<file path="src/rtl/input_capture.sv">
// input_capture: samples an asynchronous input, timestamps selected edges
// against a prescaled timebase and queues {timestamp, polarity} in a FIFO.
//
// Ports
//   clk, rst            system clock, asynchronous active-low reset
//   capture_in          asynchronous signal under measurement
//   prescaler           timebase advances every prescaler+1 enabled cycles
//   capture_enable      runs the timebase and allows captures
//   edge_sel            00 none, 01 rising, 10 falling, 11 both
//   capture_clear       synchronous clear of timebase, prescaler, FIFO, overrun
//   rd_en               pop the FIFO head (ignored when empty)
//   capture_value       head timestamp, 0 when empty (decoded from head)
//   capture_edge        head polarity, 1 = rising, 0 when empty (decoded)
//   capture_valid       FIFO not empty (decoded)
//   capture_level       number of entries held
//   capture_overrun     sticky, an edge was dropped on a full FIFO
//   capture_interrupt   one-cycle pulse per accepted push
//   timebase            current timebase value
module input_capture #(
  parameter int unsigned COUNT_W    = 32,
  parameter int unsigned FIFO_DEPTH = 4
) (
  input  logic                          clk,
  input  logic                          rst,
  input  logic                          capture_in,
  input  logic [7:0]                    prescaler,
  input  logic                          capture_enable,
  input  logic [1:0]                    edge_sel,
  input  logic                          capture_clear,
  input  logic                          rd_en,
  output logic [COUNT_W-1:0]            capture_value,
  output logic                          capture_edge,
  output logic                          capture_valid,
  output logic [$clog2(FIFO_DEPTH):0]   capture_level,
  output logic                          capture_overrun,
  output logic                          capture_interrupt,
  output logic [COUNT_W-1:0]            timebase
);

  localparam int unsigned PTR_W = $clog2(FIFO_DEPTH);
  localparam int unsigned LVL_W = PTR_W + 1;
  localparam logic [LVL_W-1:0] FULL_LVL = LVL_W'(FIFO_DEPTH);

  typedef struct packed {
    logic [COUNT_W-1:0] value;
    logic               pol;
  } cap_entry_t;

  logic             s1, s2, prev;
  logic [7:0]       psc;
  logic [PTR_W-1:0] wr_ptr, rd_ptr;
  cap_entry_t       mem [FIFO_DEPTH];

  logic rise, fall, qual;
  logic fifo_full, fifo_empty;
  logic do_push, do_pop, drop;
  logic tb_step;

  // Two-flop synchronizer plus history flop; runs regardless of enable/clear
  always_ff @(posedge clk or negedge rst) begin
    if (!rst) begin
      s1   <= 1'b0;
      s2   <= 1'b0;
      prev <= 1'b0;
    end else begin
      s1   <= capture_in;
      s2   <= s1;
      prev <= s2;
    end
  end

  // Edge qualification and FIFO handshake decode
  always_comb begin
    rise       = s2 & ~prev;
    fall       = ~s2 & prev;
    qual       = capture_enable & ((rise & edge_sel[0]) | (fall & edge_sel[1]));
    fifo_full  = (capture_level == FULL_LVL);
    fifo_empty = (capture_level == '0);
    do_pop     = rd_en & ~fifo_empty;
    // A pop on a full FIFO frees the slot this same push needs
    do_push    = qual & (~fifo_full | do_pop);
    drop       = qual & fifo_full & ~do_pop;
    tb_step    = capture_enable & (psc == prescaler);
  end

  // Prescale counter and timebase; psc wraps through 255 if prescaler drops below it
  always_ff @(posedge clk or negedge rst) begin
    if (!rst) begin
      psc      <= 8'd0;
      timebase <= '0;
    end else if (capture_clear) begin
      psc      <= 8'd0;
      timebase <= '0;
    end else if (capture_enable) begin
      if (tb_step) begin
        psc      <= 8'd0;
        timebase <= timebase + COUNT_W'(1);
      end else begin
        psc <= psc + 8'd1;
      end
    end
  end

  // FIFO storage; timebase here is the value before this edge's increment
  always_ff @(posedge clk or negedge rst) begin
    if (!rst) begin
      for (int i = 0; i < int'(FIFO_DEPTH); i++) begin
        mem[i] <= '0;
      end
    end else if (!capture_clear && do_push) begin
      mem[wr_ptr] <= '{value: timebase, pol: rise};
    end
  end

  // FIFO pointers, level, overrun and interrupt
  always_ff @(posedge clk or negedge rst) begin
    if (!rst) begin
      wr_ptr            <= '0;
      rd_ptr            <= '0;
      capture_level     <= '0;
      capture_overrun   <= 1'b0;
      capture_interrupt <= 1'b0;
    end else if (capture_clear) begin
      wr_ptr            <= '0;
      rd_ptr            <= '0;
      capture_level     <= '0;
      capture_overrun   <= 1'b0;
      capture_interrupt <= 1'b0;
    end else begin
      capture_interrupt <= do_push;
      if (do_push) begin
        wr_ptr <= wr_ptr + PTR_W'(1);
      end
      if (do_pop) begin
        rd_ptr <= rd_ptr + PTR_W'(1);
      end
      if (do_push && !do_pop) begin
        capture_level <= capture_level + LVL_W'(1);
      end else if (!do_push && do_pop) begin
        capture_level <= capture_level - LVL_W'(1);
      end
      if (drop) begin
        capture_overrun <= 1'b1;
      end
    end
  end

  // Head decode; zeroed when empty
  always_comb begin
    capture_valid = ~fifo_empty;
    capture_value = '0;
    capture_edge  = 1'b0;
    if (capture_valid) begin
      capture_value = mem[rd_ptr].value;
      capture_edge  = mem[rd_ptr].pol;
    end
  end

endmodule

</file>
<file path="config.mk">
export PLATFORM = sky130hd
export DESIGN_NAME = input_capture
export DESIGN_NICKNAME = d
export VERILOG_FILES = /design/src/rtl/input_capture.sv
export SDC_FILE = /design/constraint.sdc
export NUM_CORES = 1
export LEC_CHECK = 0
export ABC_AREA = 1
export CAP_MARGIN = 10
export CORE_MARGIN = 1.5
export CORE_UTILIZATION = 40
export CTS_CLUSTER_SIZE = 14
export DETAILED_ROUTE_END_ITERATION = 7
export PLACE_DENSITY = 0.61
export SLEW_MARGIN = 20
export SYNTH_ARGS = -nofsm -noshare
export SYNTH_HDL_FRONTEND = slang
export SYNTH_SLANG_ARGS = --single-unit
</file>
<file path="constraint.sdc">
create_clock -name clk -period 1.5 [get_ports clk]
set_clock_uncertainty 0.05 [all_clocks]
set_input_delay 0.3 -clock clk [delete_from_list [all_inputs] [get_ports clk]]
set_output_delay 0.3 -clock clk [all_outputs]
set_load 0.05 [all_outputs]
</file>
# Yosys cells after proc, flatten, opt, wreduce, memory -nomap -nowiden
# Index checks and enable logic that the tools add are counted.
# word_totals
mem_bits_ro,0
ff_bits,184
out_inout_bits,71
ramBits,0
latch_bits,0
memories,0
inputBits,16
# classes
multipliers,0
bitwise,19
shift,0
reduce_logical,15
n_addsub,6
div,0
eq_ne,2
n_lt_le_gt_ge,3
mux,24
# op_table
op,n
$bwmux W132,1
$mux W32,4
$mux W33,3
$bmux W33 S2,1
$demux W33 S2,1
$add A32 B1 Y32 const B,1
$mux W8,3
$and A1 B1 Y1,10
$reduce_bool A2 Y1,5
$mux W3,3
$add A8 B1 Y8 const B,1
$eq A8 B8 Y1,1
$mux W2,4
$ge A3 B3 Y1 const B,2
$not A2 Y3,2
$not A1 Y1,5
$add A2 B1 Y2 const B,2
$logic_and A1 B1 Y1,4
$mux W1,4
$add A3 B1 Y3 const B,1
$eq A3 B3 Y1 const B,1
$logic_not A1 Y1,3
$logic_not A3 Y1,1
$lt A3 B1 Y1 const B,1
other kinds (4),5

# Logic depth before layout (Yosys ltp)
# Gate-level depths: netlist of run 1.
# depth
word_depth,11
mapped_depth,11
ltp_nobuf,10

# Worst setup path after synthesis of run 1
# Ideal clock, no wire load.
# synth_path
kind,reg2out
startpoint,reg capture_level[1]
endpoint,out capture_value[10]
slack_ns,-0.885
n_path_buf,1
path_stages_with_launch,6
arrival_ns,2.035
path_cell_list,dfrtp_1 > inv_1 > nand2_1 > nor2_1 > clkbuf_1 > a21oi_1
# synth_between
elab_chain_cells,2
# synth_rtl
element,line_no,rtl
"start, declared",34,"output logic [$clog2(FIFO_DEPTH):0] capture_level,"
"start signal, assigned",138,capture_level <= capture_level + LVL_W'(1);
"start signal, assigned",140,capture_level <= capture_level - LVL_W'(1);
$logic_not A3 Y1,78,fifo_empty = (capture_level == '0);
$mux W32,153,if (capture_valid) begin
"end, declared",31,"output logic [COUNT_W-1:0] capture_value,"
# No other way between the ends.

# Worst setup path in the final report of run 1
# layout_path
startpoint,reg rd_ptr[0]
endpoint,out capture_value[23]
# layout_between
elab_chain_cells,5
# layout_rtl
element,line_no,rtl
"start, declared",51,"logic [PTR_W-1:0] wr_ptr, rd_ptr;"
"start signal, assigned",135,rd_ptr <= rd_ptr + PTR_W'(1);
$not A2 Y3 (not written as such),154,capture_value = mem[rd_ptr].value;
$bmux W33 S2,154,
$mux W33 (2 in series),--,
$mux W32,153,
# No other way between the ends. The select of a mux whose other input is x is not followed.

==> impl_metrics.tcl, run 1 <==
set metrics [dict create \
    grt_util_all_layers_pct 31.8 \
    clock_transition_at_the_registers_of_the_reported_paths_ns 0.08 \
    layoutNonFillerInstCount 1829 \
    h-tree-depth 4 \
    area.growth.synth_to_final_pct 79.9 \
    finalCriticalPeriod_ns 2.17 \
    timing_hold_violations_final 0 \
    layout.cells.most_common_list "sky130_fd_sc_hd__nand2_1 (171), sky130_fd_sc_hd__dfrtp_1 (147), sky130_fd_sc_hd__buf_4 (116)" \
    layout.cells.most_common "sky130_fd_sc_hd__nand2_1" \
    route.final.wire_length_um 39500 \
    cts_root_buffer "sky130_fd_sc_hd__clkbuf_16" \
    cts_buffer_depth 2 \
    drtPass1Iterations 5 \
    final_layout_size_suffix_gt1_share_pct 52.0 \
    critical-path-top-cell-by-count "sky130_fd_sc_hd__buf_12" \
    insertion_delay_of_the_later_clocked_pin_in_the_worst_skew_pair_ns 0.45 \
    gr-total-overflow 0 \
    buffer_ports.inserted 86 \
    syn-mean-instance-area_sq_um 7.74 \
    avgRoutedWirePerCell_um 21.6 \
    tightest_slew_ns 0.601 \
    vdd_drop_max_mv 1.26 \
    n_fill_cell 1498 \
    cts_tree "done" \
    syn-cell-area_sq_um 9420 \
    max_cap_violation_count 0 \
    timing.reg2reg.worst_path_depth 14 \
    synth-async-reset-ratio_pct 100 \
    grt_setup_unrepaired "yes" \
    n_antenna_cell 0 \
    postSynthCellCount 1217 \
    relative_max_transition_margin_pct 59.8 \
    setup.worst_path.start_class "flop" \
    antenna_violating_nets_post_route 0 \
    critical_path.reg2reg.endpoint "mem[47]$_DFFE_PN0P_" \
    worst-path-max-fanout 30 \
    cpPeakStageDelay_ns 0.44 \
    drt_iter0_drc 867 \
    power.leakage_nw 7.91 \
    route.detailed.drc 0 \
    timing.critical_path.arrival_ns 1.82 \
    numPlacedInstances 1655 \
    critPathCaptureType "output pin" \
    final_min_period_over_clock_period_pct 145 \
    floorplan.die.height_um 156 \
    antenna_found_initial 0 \
    worstSetupPathType "flop to output pin" \
    rows 55 \
    ys_warn_count 0 \
    crit-reg2reg-launch "capture_level[1]$_DFFE_PN0P_" \
    postSynthRegisterBits 184 \
    timing.critical_path.cells "inv_2 -> buf_12 -> a21oi_1 -> o21ai_1 -> a21oi_4 -> buf_12" \
    worst_ep_required_time_ns 1.15 \
    core_region_area_sq_um 22800 \
    largest_net_degree_at_the_start_of_global_routing 61 \
    die_w_um 156 \
    num-nets-final 1526 \
    first_global_vias 10200 \
    cts.sinks 184 \
    setup_violation_total_in_the_final_timing_report 226 \
    power.density_nw_per_um2 1280 \
    synthFlopType "sky130_fd_sc_hd__dfrtp_1" \
    outcome "complete, but fails checks" \
    grt_first_pass_wirelength_um 58500 \
    mappedNetlistNets 1240 \
    fmax_mhz 460 \
    timing.final.max_slew_violations 0 \
    violations "setup timing" \
    cts_inserted_buffers 17 \
    timing.hold.worst.class "input port to asynchronous set/reset pin" \
    number_of_flops_mapped_to_enable_cells_by_yosys 0 \
    rrSetupSlack_ns -0.56 \
    hold_slack_ns 0.206 \
    vias_per_cell 5.61 \
    io_pins 87 \
    finalWeightedCongestion 0.908 \
    synth.yosys.seq_area_share_pct 48.9 \
    synth.lib_cells_used.distinct 31 \
    design.die.area_sq_um 24500 \
    setup_slack_ns -0.673 \
    cpMaxStageDelayCell "sky130_fd_sc_hd__dfrtp_2" \
    dr_total_vias 10300 \
    starting_density_pct 41.2 \
    dp.final_hpwl_um 19100 \
]
## critical path: cells and delay by family, from the launching register on
family          cells  cell delay (ns)
flops               1             0.44
buf+inv             3             0.42
compound gates      3             0.50
## through the flow
stage	instance area, sq um	setup TNS, ns	power, W	util (%)	setup WS (ns)
6_report	16900	-87.32	0.0218	74.2	-0.673
5_1_grt	16900	-103.86	0.0225	74.2	-0.711
4_1_cts	16000	-86.53	0.0212	70.2	-0.653
3_5_place_dp	12700	-87.18	0.0156	55.7	-0.494
3_3_place_gp	12700	-80.25	0.0155	55.7	-0.451
2_1_floorplan	10300	-26.67	0.0118	-	-0.307
## worst max path at each step
stage | start | end | slack (ns) | cells after the start
floorplan | capture_level[2]$_DFFE_PN0P_ | capture_level[2]$_DFFE_PN0P_ | -0.31 | 10
global placement | rd_en | capture_level[2]$_DFFE_PN0P_ | -0.45 | 9
detailed placement | capture_enable | mem[14]$_DFFE_PN0P_ | -0.49 | 8
CTS | rd_ptr[0]$_DFFE_PN0P_ | capture_value[2] | -0.65 | 6
global route | rd_ptr[0]$_DFFE_PN0P_ | capture_value[31] | -0.71 | 5
finish | rd_ptr[0]$_DFFE_PN0P_ | capture_value[23] | -0.67 | 6
## Yosys cell counts (6+ instances only)
library cell / n / share of area (%)
sky130_fd_sc_hd__xor2_1: 6 / 0.56
sky130_fd_sc_hd__nand2_1: 295 / 12
sky130_fd_sc_hd__buf_6: 19 / 2.3
sky130_fd_sc_hd__dfrtp_1: 184 / 49
sky130_fd_sc_hd__inv_1: 121 / 4.8
sky130_fd_sc_hd__a21oi_1: 152 / 8.1
sky130_fd_sc_hd__nor2_1: 118 / 4.7
sky130_fd_sc_hd__ha_1: 6 / 0.80
sky130_fd_sc_hd__o21ai_0: 115 / 6.1
sky130_fd_sc_hd__buf_1: 7 / 0.28
sky130_fd_sc_hd__xnor2_1: 7 / 0.65
sky130_fd_sc_hd__o21ai_1: 50 / 2.7
sky130_fd_sc_hd__buf_2: 26 / 1.4
sky130_fd_sc_hd__nand4_1: 30 / 2.0
sky130_fd_sc_hd__nand3_1: 34 / 1.8
sky130_fd_sc_hd__nor2_4: 6 / 0.72
sky130_fd_sc_hd__clkbuf_1: 16 / 0.64
## state kept, by name, indices dropped and copies added (netlist names)
name / count
s2: 1
psc: 8
capture_level: 3
timebase: 32
mem: 132
capture_overrun: 1
capture_interrupt: 1
rd_ptr: 2
s1: 1
prev: 1
wr_ptr: 2
## area by class of cell
cell class,instances,area [sq um],area share [%]
well taps,313,392,2.31
repair buffers,337,4870,28.8
flip-flops and latches,184,4650,27.5
multi-input cells,837,5930,35.0
clock buffers,20,457,2.70
inverters,126,479,2.83
clock inverters,12,164,0.968
## power breakdown
group / total (W) / leakage, nW / internal, W / switching (W)
clock network: 0.00491 / 0.307 / 0.00275 / 0.00216
logic: 0.0108 / 5.44 / 0.00468 / 0.00611
registers: 0.00606 / 2.16 / 0.00558 / 0.000486
## repair_timing
item	in CTS	in global routing
hold buffers	1	0
setup endpoints to repair	241	238
buffers inserted	93	44
gates resized for setup	331	268
pin swaps	45	45
gates cloned	37	2
endpoints found under the hold margin	184	0
## cells by family (layout without fill, tap and decap cells)
| logic type | count (synthesis) | in the layout | synth area share, % |
|---|---|---|---|
| flops | 184 | 184 | 48.9 |
| xor+xnor | 13 | 13 | 1.21 |
| buf+inv | 196 | 495 | 9.75 |
| fa+ha+maj | 7 | 7 | 1.01 |
| compound gates | 320 | 320 | 17.1 |
| simple gates | 497 | 497 | 22.0 |
## routing by layer
layer  share of wire [%]  vias to the layer above  GRT usage [%]
li1                    -                     4541              -
met1                  38                     5033           38.9
met2                  50                      519           52.8
met3                 7.0                      160           5.51
met4                 5.6                        0           18.8
met5                   0                        -              0
(Power assumes the default switching activity.)
==> run 2: changes to the inputs <==
--- a/config.mk
+++ b/config.mk
@@ -6,7 +6,7 @@
 export NUM_CORES = 1
 export LEC_CHECK = 0
 export ABC_AREA = 1
-export CAP_MARGIN = 10
+export CAP_MARGIN = 15
 export CORE_MARGIN = 1.5
 export CORE_UTILIZATION = 40
 export CTS_CLUSTER_SIZE = 14
==> results of run 2 <==
Same layout as run 1: the final DEF is identical, and so are final timing and power.
==> run 3: changes to the inputs <==
--- a/config.mk
+++ b/config.mk
@@ -7,11 +7,13 @@
 export LEC_CHECK = 0
 export ABC_AREA = 1
 export CAP_MARGIN = 15
+export CELL_PAD_IN_SITES_DETAIL_PLACEMENT = 1
+export CELL_PAD_IN_SITES_GLOBAL_PLACEMENT = 2
 export CORE_MARGIN = 1.5
-export CORE_UTILIZATION = 40
+export CORE_UTILIZATION = 31
 export CTS_CLUSTER_SIZE = 14
 export DETAILED_ROUTE_END_ITERATION = 7
-export PLACE_DENSITY = 0.61
+export PLACE_DENSITY = 0.77
 export SLEW_MARGIN = 20
 export SYNTH_ARGS = -nofsm -noshare
 export SYNTH_HDL_FRONTEND = slang
==> run 3 against run 2 <==
  * Final area shrank 0.41%
  * Total power is essentially flat
  * Cell count grew 5.5%
  * Critical path type unchanged
  * Sequential share of layout area grew 0.11 points
  * Register-to-register slack lost 0.05 ns
  * Clock-buffer cell count shrank 1
  * The flow still finishes with violations (setup timing)
  * Core utilization shrank 18 points
  * Wire length grew 14%
  * Non-clock buffer count grew 23
==> impl_metrics.tcl, run 3 (synthesis results as in run 1) <==
set metrics [dict create \
    outcome "complete, but fails checks" \
    violations "setup timing" \
    cts_buffer_depth 2 \
    route.final.wire_length_um 45000 \
    floorplan.die.height_um 177 \
    rrSetupSlack_ns -0.61 \
    critPathCaptureType "output pin" \
    rows 63 \
    max_reg_flops 132 \
    power.density_nw_per_um2 1290 \
    tightest_slew_ns 0.377 \
    multi_input_area_sq_um 5610 \
    final_layout_size_suffix_gt1_share_pct 49.6 \
    setup.worst_path.start_class "flop" \
    finalCriticalPeriod_ns 2.20 \
    hold_slack_ns 0.219 \
    drtPass1Iterations 5 \
    critical_path.startpoint "rd_ptr[0]$_DFFE_PN0P_" \
    timing_hold_violations_final 0 \
    h-tree-depth 4 \
    cts_tree "done" \
    vias_per_cell 5.31 \
    vdd_drop_max_mv 1.45 \
    avgRoutedWirePerCell_um 23.3 \
    grt_first_pass_wirelength_um 59800 \
    n_antenna_cell 0 \
    insertion_delay_of_the_later_clocked_pin_in_the_worst_skew_pair_ns 0.45 \
    layout.cells.most_common "sky130_fd_sc_hd__nand2_1" \
    largest-register "mem" \
    finalWeightedCongestion 0.831 \
    n_fill_cell 3244 \
    antenna_violating_nets_post_route 0 \
    setup_violation_total_in_the_final_timing_report 238 \
    cts_root_buffer "sky130_fd_sc_hd__clkbuf_16" \
    dr_total_vias 10200 \
    antenna_found_initial 0 \
    worstSetupPathType "flop to output pin" \
    timing.final.max_slew_violations 0 \
    fin_util_pct 56.6 \
    critical_path.reg2reg.endpoint "mem[49]$_DFFE_PN0P_" \
    cts.sinks 184 \
    route.detailed.drc 0 \
    top_regs "mem x132, timebase x32, psc x8" \
    grt_setup_unrepaired "yes" \
    largest_net_degree_at_the_start_of_global_routing 63 \
    clock_transition_at_the_registers_of_the_reported_paths_ns 0.08 \
    final_min_period_over_clock_period_pct 146 \
    drt_iter0_drc 555 \
    area.growth.synth_to_final_pct 79.2 \
    timing.reg2reg.worst_path_depth 13 \
    cts_inserted_buffers 17 \
    design.die.area_sq_um 31400 \
    worst_ep_required_time_ns 1.15 \
    regArea_sq_um 4650 \
    num-nets-final 1549 \
    max_cap_violation_count 0 \
    timing.critical_path.arrival_ns 1.85 \
    fmax_mhz 455 \
    gr-total-overflow 0 \
    relative_max_transition_margin_pct 74.7 \
    power.leakage_nw 7.60 \
    worst-path-max-fanout 29 \
    layout.cells.most_common_list "sky130_fd_sc_hd__nand2_1 (212), sky130_fd_sc_hd__dfrtp_1 (147), sky130_fd_sc_hd__buf_4 (134)" \
    first_global_vias 10000 \
    setup_slack_ns -0.696 \
    crit-reg2reg-launch "s2$_DFF_PN0_" \
    timing.hold.worst.class "input port to asynchronous set/reset pin" \
    die_w_um 177 \
    buffer_ports.inserted 86 \
    grt_util_all_layers_pct 25.3 \
    core_region_area_sq_um 29800 \
    io_pins 87 \
    dp.final_hpwl_um 22500 \
    starting_density_pct 31.6 \
]
[run 3: metal layers]
| layer | vias up | global-route usage, % | share of wire, % |
|---|---|---|---|
| met5 | - | 0 | 0 |
| met4 | 0 | 9.07 | 4.1 |
| met3 | 105 | 4.36 | 5.1 |
| met2 | 323 | 42.6 | 51 |
| met1 | 5233 | 32.6 | 40 |
| li1 | 4582 | - | - |
[run 3: worst max path at each step]
stage,endpoint,slack (ns),cells past startpoint
after floorplan,capture_level[2]$_DFFE_PN0P_,-0.31,10
after global placement,timebase[2]$_DFFE_PN0P_,-0.52,11
after detailed placement,mem[24]$_DFFE_PN0P_,-0.57,10
after CTS,capture_value[25],-0.66,5
after global routing,capture_value[28],-0.74,6
final,capture_value[27],-0.70,6
[run 3: what timing repair did]
| action | CTS | global route |
|---|---|---|
| endpoints found under the hold margin | 126 | 0 |
| hold buffers | 1 | 0 |
| cloned | 25 | 16 |
| pin swaps | 26 | 48 |
| setup buffers | 36 | 93 |
| resized for setup | 213 | 304 |
| setup endpoints to repair | 240 | 246 |
[run 3: power breakdown]
part	internal [W]	leakage [nW]	switching (W)
clock network	0.00239	0.271	0.00230
logic	0.00474	5.17	0.00626
registers	0.00558	2.16	0.000468
[run 3: layout make-up]
class,count,share of cell area (%)
Clock inverter,13,0.801
Sequential cell,184,27.6
Clock buffer,19,2.63
Inverter,126,2.94
Timing Repair Buffer,360,30.0
Tap cell,390,2.89
Multi-Input combinational cell,837,33.2
[run 3: per-stage QoR]
| step | setup TNS, ns | cell area, sq um | worst slack [ns] | instances | total power [W] |
|---|---|---|---|---|---|
| floorplan | -26.67 | 10300 | -0.307 | 1217 | 0.0118 |
| global placement | -87.06 | 12900 | -0.522 | 1745 | 0.0156 |
| detailed placement | -93.97 | 12900 | -0.568 | 1745 | 0.0157 |
| CTS | -78.54 | 15000 | -0.659 | 1837 | 0.0212 |
| global route | -111.18 | 16900 | -0.742 | 1929 | 0.0225 |
| finish | -98.65 | 16900 | -0.696 | 1929 | 0.0217 |
[run 3: critical path, stage by stage, from the launching register on]
cell	delay, ns
sky130_fd_sc_hd__dfrtp_2	0.47
sky130_fd_sc_hd__inv_4	0.09
sky130_fd_sc_hd__buf_12	0.17
sky130_fd_sc_hd__a21oi_1	0.16
sky130_fd_sc_hd__o21ai_1	0.13
sky130_fd_sc_hd__a21oi_4	0.19
sky130_fd_sc_hd__buf_12	0.15
